--- src/rtl/spill_stack.sv ---
// spill_stack: data/return stack with a small circular on-chip cache that
// spills its oldest entries to a memory backing store above a high-water mark
// and refills them below a low-water mark. The core sees an unbounded stack
// and is stalled only when the op it requests cannot be honoured this cycle.
//
//   state | meaning
//   ------+-----------------------------------------------------------------
//   IDLE  | no memory traffic; may issue a spill or fill on the next edge
//   SPILL | write of cache[bottom] to BASE+mem_level outstanding
//   FILL  | read of BASE+mem_level-1 outstanding, lands below cache bottom
module spill_stack #(
    parameter int              L    = 16,
    parameter int              DEP  = 2,
    parameter int              HI   = 2,
    parameter int              LO   = 2,
    parameter int              AW   = 16,
    parameter int              MEMN = 8,
    parameter logic [AW-1:0]   BASE = 16'h0100
) (
    input  logic                       clk,
    input  logic                       nreset,
    input  logic                       push,
    input  logic                       pop,
    input  logic [L-1:0]               din,
    output logic [L-1:0]               dout,
    output logic                       stall,
    output logic [DEP:0]               level,
    output logic [$clog2(MEMN+1)-1:0]  mem_level,
    output logic                       ovf,
    output logic                       unf,
    input  logic                       clr,
    output logic                       mem_req,
    output logic                       mem_we,
    output logic [AW-1:0]              mem_addr,
    output logic [L-1:0]               mem_wdata,
    input  logic [L-1:0]               mem_rdata,
    input  logic                       mem_ack
);

    localparam int MLW = $clog2(MEMN+1);
    localparam int CAP = 2**DEP;

    localparam logic [DEP:0]   LVL_CAP   = (DEP+1)'(CAP);
    localparam logic [DEP:0]   LVL_CAPM1 = (DEP+1)'(CAP-1);
    localparam logic [DEP:0]   LVL_ONE   = (DEP+1)'(1);
    localparam logic [DEP:0]   LVL_HI    = (DEP+1)'(HI);
    localparam logic [DEP:0]   LVL_LO    = (DEP+1)'(LO);
    localparam logic [MLW-1:0] ML_FULL   = MLW'(MEMN);
    localparam logic [DEP-1:0] IDX_ONE   = DEP'(1);

    typedef enum logic [1:0] {IDLE, SPILL, FILL} state_t;

    state_t          state;
    logic [L-1:0]    cache [CAP];
    logic [DEP-1:0]  bot;
    logic [DEP-1:0]  top_idx;
    logic [DEP-1:0]  bot_dn;
    logic [DEP-1:0]  wr_idx;
    logic [DEP:0]    level_nxt;

    logic push_only, pop_only, push_pop;
    logic lvl_zero, lvl_full, mem_empty, mem_full;
    logic do_write, inc, dec, set_ovf, set_unf;
    logic spill_ack, fill_ack;

    // With level==CAP the low bits wrap to 0, so top lands on bottom-1 as required.
    assign top_idx = bot + level[DEP-1:0] - IDX_ONE;
    assign bot_dn  = bot - IDX_ONE;

    assign push_only = push & ~pop;
    assign pop_only  = pop & ~push;
    assign push_pop  = push & pop;

    assign lvl_zero  = (level == '0);
    assign lvl_full  = (level == LVL_CAP);
    assign mem_empty = (mem_level == '0);
    assign mem_full  = (mem_level == ML_FULL);

    assign spill_ack = mem_req & mem_ack & (state == SPILL);
    assign fill_ack  = mem_req & mem_ack & (state == FILL);

    assign dout = lvl_zero ? '0 : cache[top_idx];

    // Stall whenever the op would need a cache slot or entry that memory traffic still owns.
    always_comb begin
        stall = 1'b0;
        if (pop & lvl_zero & ~mem_empty)
            stall = 1'b1;
        if (pop_only & (state == SPILL) & (level == LVL_ONE))
            stall = 1'b1;
        if (push_only & (state == FILL) & (level == LVL_CAPM1))
            stall = 1'b1;
        if (push_only & lvl_full & ~mem_full)
            stall = 1'b1;
    end

    // Decode the accepted op; push&pop on an empty cache degenerates to a plain push.
    always_comb begin
        do_write  = ~stall & push & ~(push_only & lvl_full);
        wr_idx    = (push_pop & ~lvl_zero) ? top_idx : (top_idx + IDX_ONE);
        inc       = ~stall & ((push_only & ~lvl_full) | (push_pop & lvl_zero));
        dec       = ~stall & pop_only & ~lvl_zero;
        set_ovf   = ~stall & push_only & lvl_full;
        set_unf   = ~stall & pop_only & lvl_zero;
        level_nxt = level + {{DEP{1'b0}}, inc} + {{DEP{1'b0}}, fill_ack}
                          - {{DEP{1'b0}}, dec} - {{DEP{1'b0}}, spill_ack};
    end

    // Cache storage: core writes land at/above top, fill data lands just below bottom.
    always_ff @(posedge clk) begin
        if (do_write)
            cache[wr_idx] <= din;
        if (fill_ack)
            cache[bot_dn] <= mem_rdata;
    end

    // Occupancy, sticky flags and the spill/fill sequencer with registered request outputs.
    always_ff @(posedge clk or negedge nreset) begin
        if (!nreset) begin
            state     <= IDLE;
            level     <= '0;
            mem_level <= '0;
            bot       <= '0;
            ovf       <= 1'b0;
            unf       <= 1'b0;
            mem_req   <= 1'b0;
            mem_we    <= 1'b0;
            mem_addr  <= BASE;
            mem_wdata <= '0;
        end else begin
            level <= level_nxt;

            if (spill_ack) begin
                bot       <= bot + IDX_ONE;
                mem_level <= mem_level + MLW'(1);
            end else if (fill_ack) begin
                bot       <= bot_dn;
                mem_level <= mem_level - MLW'(1);
            end

            if (clr)
                ovf <= 1'b0;
            else if (set_ovf)
                ovf <= 1'b1;

            if (clr)
                unf <= 1'b0;
            else if (set_unf)
                unf <= 1'b1;

            case (state)
                IDLE: begin
                    if ((level > LVL_HI) && (mem_level < ML_FULL)) begin
                        state     <= SPILL;
                        mem_req   <= 1'b1;
                        mem_we    <= 1'b1;
                        mem_addr  <= BASE + AW'(mem_level);
                        mem_wdata <= cache[bot];
                    end else if ((level < LVL_LO) && !mem_empty) begin
                        state    <= FILL;
                        mem_req  <= 1'b1;
                        mem_we   <= 1'b0;
                        mem_addr <= BASE + AW'(mem_level) - AW'(1);
                    end
                end
                SPILL, FILL: begin
                    if (mem_ack) begin
                        state   <= IDLE;
                        mem_req <= 1'b0;
                    end
                end
                default: begin
                    state   <= IDLE;
                    mem_req <= 1'b0;
                end
            endcase
        end
    end

endmodule

--- config.mk ---
export PLATFORM = sky130hd
export DESIGN_NAME = spill_stack
export DESIGN_NICKNAME = d
export VERILOG_FILES = /design/src/rtl/spill_stack.sv
export SDC_FILE = /design/constraint.sdc
export NUM_CORES = 1
export LEC_CHECK = 0
export ABC_AREA = 1
export BUFFER_PORTS_ARGS = -buffer_cell sky130_fd_sc_hd__buf_2
export CORE_ASPECT_RATIO = 0.7
export CORE_MARGIN = 1.5
export CORE_UTILIZATION = 29
export CTS_CLUSTER_DIAMETER = 80
export DETAILED_ROUTE_END_ITERATION = 8
export PLACE_DENSITY_LB_ADDON = 0.25
export SYNTH_ARGS = -nofsm -noshare
export SYNTH_HDL_FRONTEND = slang
export SYNTH_SLANG_ARGS = --single-unit
--- constraint.sdc ---
create_clock -name clk -period 4.3 [get_ports clk]
set_input_delay 0.86 -clock clk [delete_from_list [all_inputs] [get_ports clk]]
set_output_delay 0.86 -clock clk [all_outputs]
set_load 0.01 [all_outputs]
### Yosys cells after proc, flatten, opt, wreduce, memory -nomap -nowiden

Memories as Yosys holds them, arrays and structs flattened. A register that Yosys moved wholly into a read port is not among the register bits.
Index checks and enable logic that the tools add are counted.

* register bits: 31
* memories: 1
* bits in writable memories: 64
* output and inout port bits: 60
* word-level logic and storage cells: 113

Memory list
* cache: words 4, bits a word 16, read ports 2, clocked after memory_dff 1, write ports 2, RTL line 54 `logic [L-1:0] cache [CAP];`

* reduce and logical (&&, ||, !) cells: 15
* add/sub/neg operators: 13
* magnitude comparators: 3
* equality and inequality tests: 8
* bitwise logic cells: 34
* mux-type cells: 30

Operators by type and width (count)
* 16-bit two-way mux: 3
* 1-bit AND: 25
* 1-bit two-way mux: 17
* 2-bit two-way mux: 6
* 10-bit by 1-bit subtractor with 11-bit output (second input constant): 1
* 9-bit by 4-bit adder with 10-bit output (first input constant): 1
* 4-bit two-way mux: 2
* 1-bit inverter: 8
* 2-bit nonzero test: 4
* 3-bit by 1-bit adder with 3-bit output: 2
* 2-bit AND reduction: 3
* 3-bit by 1-bit subtractor with 3-bit output: 2
* 2-bit by 1-bit adder with 2-bit output (second input constant): 2
* 4-bit by 1-bit adder with 4-bit output (second input constant): 1
* 4-bit equality test (second input constant): 1
* 4-bit logical NOT: 1
* 4-bit less-than comparator (second input constant): 1
* 2-bit one-hot mux with 2 select lines: 1
* 2-bit by 1-bit subtractor with 2-bit output (second input constant): 2
* 4-bit by 1-bit subtractor with 4-bit output (second input constant): 1
* 3-bit by 1-bit equality test with 1-bit output (second input constant): 1
* 3-bit by 2-bit equality test with 1-bit output (second input constant): 1
* 3-bit equality test (second input constant): 1
* 3-bit by 2-bit greater-than comparator with 1-bit output (second input constant): 1
* 13 further kinds: 15

### Depth between registers and ports, before layout

* word-level depth: 13
* mapped depth: 17
* depth with buffers taken out: 17

### Worst setup path before layout

Ideal clock, no wire load.

* path type: input-to-reg
* start: input push
* end: register level[2]
* path slack: 1.184 ns
* arrival time: 2.988 ns
* stages on the path: 15
* setup time: 0.129 ns
* data required time: 4.171 ns
* cells stage by stage: inv_1 nor2_1 inv_1 nor2_1 nand2_1 nand2_1 inv_1 nand2_1 nor2_1 fa_1 inv_1 fa_1 ha_1 xnor2_1 xor2_1

* cells in the longest elaborated chain, start to end: 13
* elaborated cells on any way between the ends: 24

RTL lines
* from (decl): RTL line 22 `input logic push,`
* 1-bit inverter: RTL line 71 `assign pop_only = pop & ~push;`
* 1-bit AND: RTL line 71
* 1-bit AND (2 in a row): RTL line 89 `if (pop_only & (state == SPILL) & (level == LVL_ONE))`
* 1-bit two-way mux: RTL line 89
* 1-bit two-way mux: RTL line 91 `if (push_only & (state == FILL) & (level == LVL_CAPM1))`
* 1-bit two-way mux *: RTL line 93 `if (push_only & lvl_full & ~mem_full)`
* net stall: RTL line 26 `output logic stall,`
* 1-bit inverter *: RTL line 101, 102
* 1-bit AND: RTL line 101 `inc = ~stall & ((push_only & ~lvl_full) | (push_pop & lvl_zero));`
* 3-bit by 1-bit adder with 3-bit output (2 in a row): RTL line 105 `level_nxt = level + {{DEP{1'b0}}, inc} + {{DEP{1'b0}}, fill_ack}`
* 3-bit by 1-bit subtractor with 3-bit output * (2 in a row): RTL line 106 `- {{DEP{1'b0}}, dec} - {{DEP{1'b0}}, spill_ack};`
* net level_nxt[2]: RTL line 59 `logic [DEP:0] level_nxt;`
* to (signal assigned): RTL line 131 `level <= level_nxt;`
* to (decl): RTL line 27 `output logic [DEP:0] level,`

Mark *: on every way through the listed nets, which the timed path passes. The rest lies on a longest branch.
A chain may end at the register's enable or synchronous reset.

### Worst setup path in the final report

* start: register bot[0]
* end: output dout[0]

* cells in the longest elaborated chain, start to end: 4

RTL lines
* from (decl): RTL line 55 `logic [DEP-1:0] bot;`
* from (signal assigned): RTL line 134 `bot <= bot + IDX_ONE;`
* from (signal assigned): RTL line 137 `bot <= bot_dn;`
* 2-bit adder: RTL line 67 `assign top_idx = bot + level[DEP-1:0] - IDX_ONE;`
* 2-bit by 1-bit subtractor with 2-bit output: RTL line 67
* memory read 4 x 16 bit
* 16-bit two-way mux: RTL line 82 `assign dout = lvl_zero ? '0 : cache[top_idx];`
* to (decl): RTL line 25 `output logic [L-1:0] dout,`

Every way passes these cells.

==> impl_metrics.toml <==
[synthesis]
synth_edf_count = 64
synth_area_mm2 = 0.005977
yosys_warnings = 0
post_synth.cell_area_avg_um2 = 8.713
ys_types = 38
synth_largest_type_area_fraction_pct = 32.15
synth.top_cells.by_area = "sky130_fd_sc_hd__edfxtp_1 32%, sky130_fd_sc_hd__dfrtp_1 16%, sky130_fd_sc_hd__nand2_1 10%"
synth_seq_cells = 103
number_of_standard_cells_after_synthesis = 686
synth_top_cell_by_area = "sky130_fd_sc_hd__edfxtp_1"
synth_commonest_cells = "160 x sky130_fd_sc_hd__nand2_1, 118 x sky130_fd_sc_hd__o21ai_0, 64 x sky130_fd_sc_hd__edfxtp_1"
synth_seq_area_share_pct = 48.50
count_leader_synth = "sky130_fd_sc_hd__nand2_1"
synthArstFlopShare_pct = 37.86
synth_ff_type = "sky130_fd_sc_hd__edfxtp_1"

[setup_path]
worst_path_buf_inv = 3
criticalPathCategory = "reg -> out"
crit_path_max_fanout = 33
crit_path_max_incr_delay_ns = 0.57
cpMostUsedCell = "sky130_fd_sc_hd__nand2_1"
critical-path-top-delay-family = "buffers and inverters"
timing.critical_path.slowest_stage_cell = "sky130_fd_sc_hd__ha_1"
timing.critical_path.required_ns = 3.44
worst_ep_arrival_time_ns = 2.77
cp-start-kind = "flop"
critPathCaptureType = "output pin"
path_cells = "inv_2, ha_1, buf_4, nand2_1, nand2_1, nor2_1, a211oi_1, buf_2"

[global_routing]
grt_max_degree = 52
grt.total_usage_pct = 15.62
grt_pass1_vias = 4195
grt_antenna_before_repair = 2
grt_first_pass_wirelength_mm = 25.04
grt_overflow = 0

[clock_network]
clockBufferDepth = 2
number_of_buffers_added_by_the_clock_tree_synthesis_step = 9
cts_htree_levels = 3
cts_tree = "yes"
cts_hold_repair.buffers = 0
postCtsResizedCells = 0
clkSinkCount = 103
clock_insertion_delay_at_the_later_pin_of_the_skew_report_ns = 0.35
clock-root-buffer = "sky130_fd_sc_hd__clkbuf_16"
clk_transition_reported_paths_ns = 0.07
cts_setup_buffers = 0

[sta]
holdWs_ns = 0.4790
rsz0062_at_grt = "false"
highest_achievable_clock_rate_mhz = 275.2
totalNegativeSetupSlack_ns = 0
post_layout_minimum_cycle_time_ns = 3.634
worstMarginPinSlew_ns = 0.9413
max_slew_margin_pct = 37.25
timing_max_transition_violations_final = 0
hold_viol = 0
final.period_utilization_pct = 84.51
worst_clock_skew_ns = 0.01158
setup_viol = 0

[detailed_routing]
per_cell_via_count_in_the_routed_design = 4.501
dr.first_iter.drc_count = 267
drt.antenna.violating_nets = 0
post_drt_wl_per_cell_um = 15.83
drt-pass1-iter-count = 5
detailroute.via_count = 4659
drc = 0
wirelength_mm = 16.38

[floorplanning]
starting_density_pct = 29.86
ios = 98
design.die.area_mm2 = 0.02149
die-height_um = 123.1
die_width_um = 174.6
fp-row-count = 43
core_area_mm2 = 0.02001

[power]
pwr-share-seq_pct = 29.8
worst_ir_drop_vdd_v = 0.0003289
net-switching-power_mw = 2.841
pwr_density_cell_mw_per_mm2 = 861.2
pwr-share-comb_pct = 57.0
totalPowerFinal_mw = 5.930
power.clock.fraction_pct = 13.2
p_leak_nw = 3.159
cellInternalPower_mw = 3.089
swShare_pct = 47.92

[job]
maxCapViolations = 0

[finish]
layout.nets = 814
drive_above_1_share_pct = 22.12
synthToLayoutAreaGrowth_pct = 15.20

[placed_design]
hpwl_mm = 11.73
place_congestion = 0.7767
buffer_ports.inserted = 90

[min_path]
hold_path.class = "reg -> reg"

[run_status]
status = "completed"
==> per-stage QoR <==
step	std cells	cell area [µm²]	setup WS, ns	util, %
after floorplan	692	6000	1.184	-
after global placement	1018	6610	0.9979	33.03
after global routing	1034	6883	0.4714	34.39
after CTS	1034	6883	0.6280	34.39
after detailed placement	1018	6610	0.9325	33.03
final	1035	6885	0.6660	34.40
==> tightest hold or removal path, stage by stage, from the launching register on <==
cell	delay (ns)
sky130_fd_sc_hd__dfrtp_1	0.35
sky130_fd_sc_hd__nand2_1	0.05
sky130_fd_sc_hd__nand2_1	0.05
==> final timing paths <==
check / startpoint / endpoint / slack, ns / cells after the start
worst min-delay path: mem_addr[2] / mem_addr[2] / 0.48 / 2
worst min register to register: mem_addr[2] / mem_addr[2] / 0.48 / 2
max in group asynchronous: nreset / state[1] / 3.06 / 1
min in group asynchronous: nreset / mem_wdata[1] / 0.65 / 1
worst max register to register: bot[0] / cache[2][15] / 0.99 / 10
worst max-delay path: bot[0] / dout[0] / 0.67 / 8
==> layout make-up <==
class / instances / area (µm²)
Fill cell: 2117 / 13130
Sequential cell: 103 / 2899
Multi-Input combinational cell: 476 / 2589
Timing Repair Buffer: 100 / 525.5
Tap cell: 270 / 337.8
Inverter: 69 / 259.0
Clock buffer: 10 / 229.0
Clock inverter: 6 / 43.79
Antenna cell: 1 / 2.502
==> state kept, by name, indices dropped and copies added, names as in the netlist <==
name	flops
cache	64
mem_wdata	16
mem_addr	8
mem_level	4
level	3
bot	2
state	2
mem_req	1
mem_we	1
ovf	1
unf	1
==> cells by family after synthesis <==
family / count (synthesis) / share of synthesized area (%)
XOR/XNOR: 10 / 1.465
AO/OA/AOI/OAI: 180 / 17.58
buffers and inverters: 113 / 8.562
multiplexers: 16 / 3.014
AND/OR/NAND/NOR: 246 / 16.87
other: 1 / 0.06274
flip-flops: 103 / 48.50
adder cells (fa/ha/maj): 17 / 3.936
==> per-layer routing <==
metal	track usage [%]	up-vias	part of all wire (%)
li1	-	2413	-
met1	24.84	2109	55
met2	20.74	124	38
met3	3.413	11	6.4
met4	4.006	2	0.81
met5	0	-	0.079
==> power by group through the flow <==
stage	registers [mW]	logic (mW)	clock network, mW
after CTS	1.77	3.42	0.806
after floorplan	1.79	2.33	0
final	1.76	3.38	0.783
after detailed placement	1.79	3.41	0
after global placement	1.79	3.39	0
after global routing	1.82	3.76	0.843
==> cell usage in the layout, fill, tap and decap left out, drive strengths merged, types with 16 or more instances in the layout <==
cell type  netlist  layout
a211oi          16      16
a21oi           35      35
buf             29     100
dfrtp           38      38
edfxtp          64      64
inv             69      71
mux2            16      16
nand2          164     164
nor2            60      60
o21ai          128     128
No activity file was read; power rests on OpenSTA's default activity.
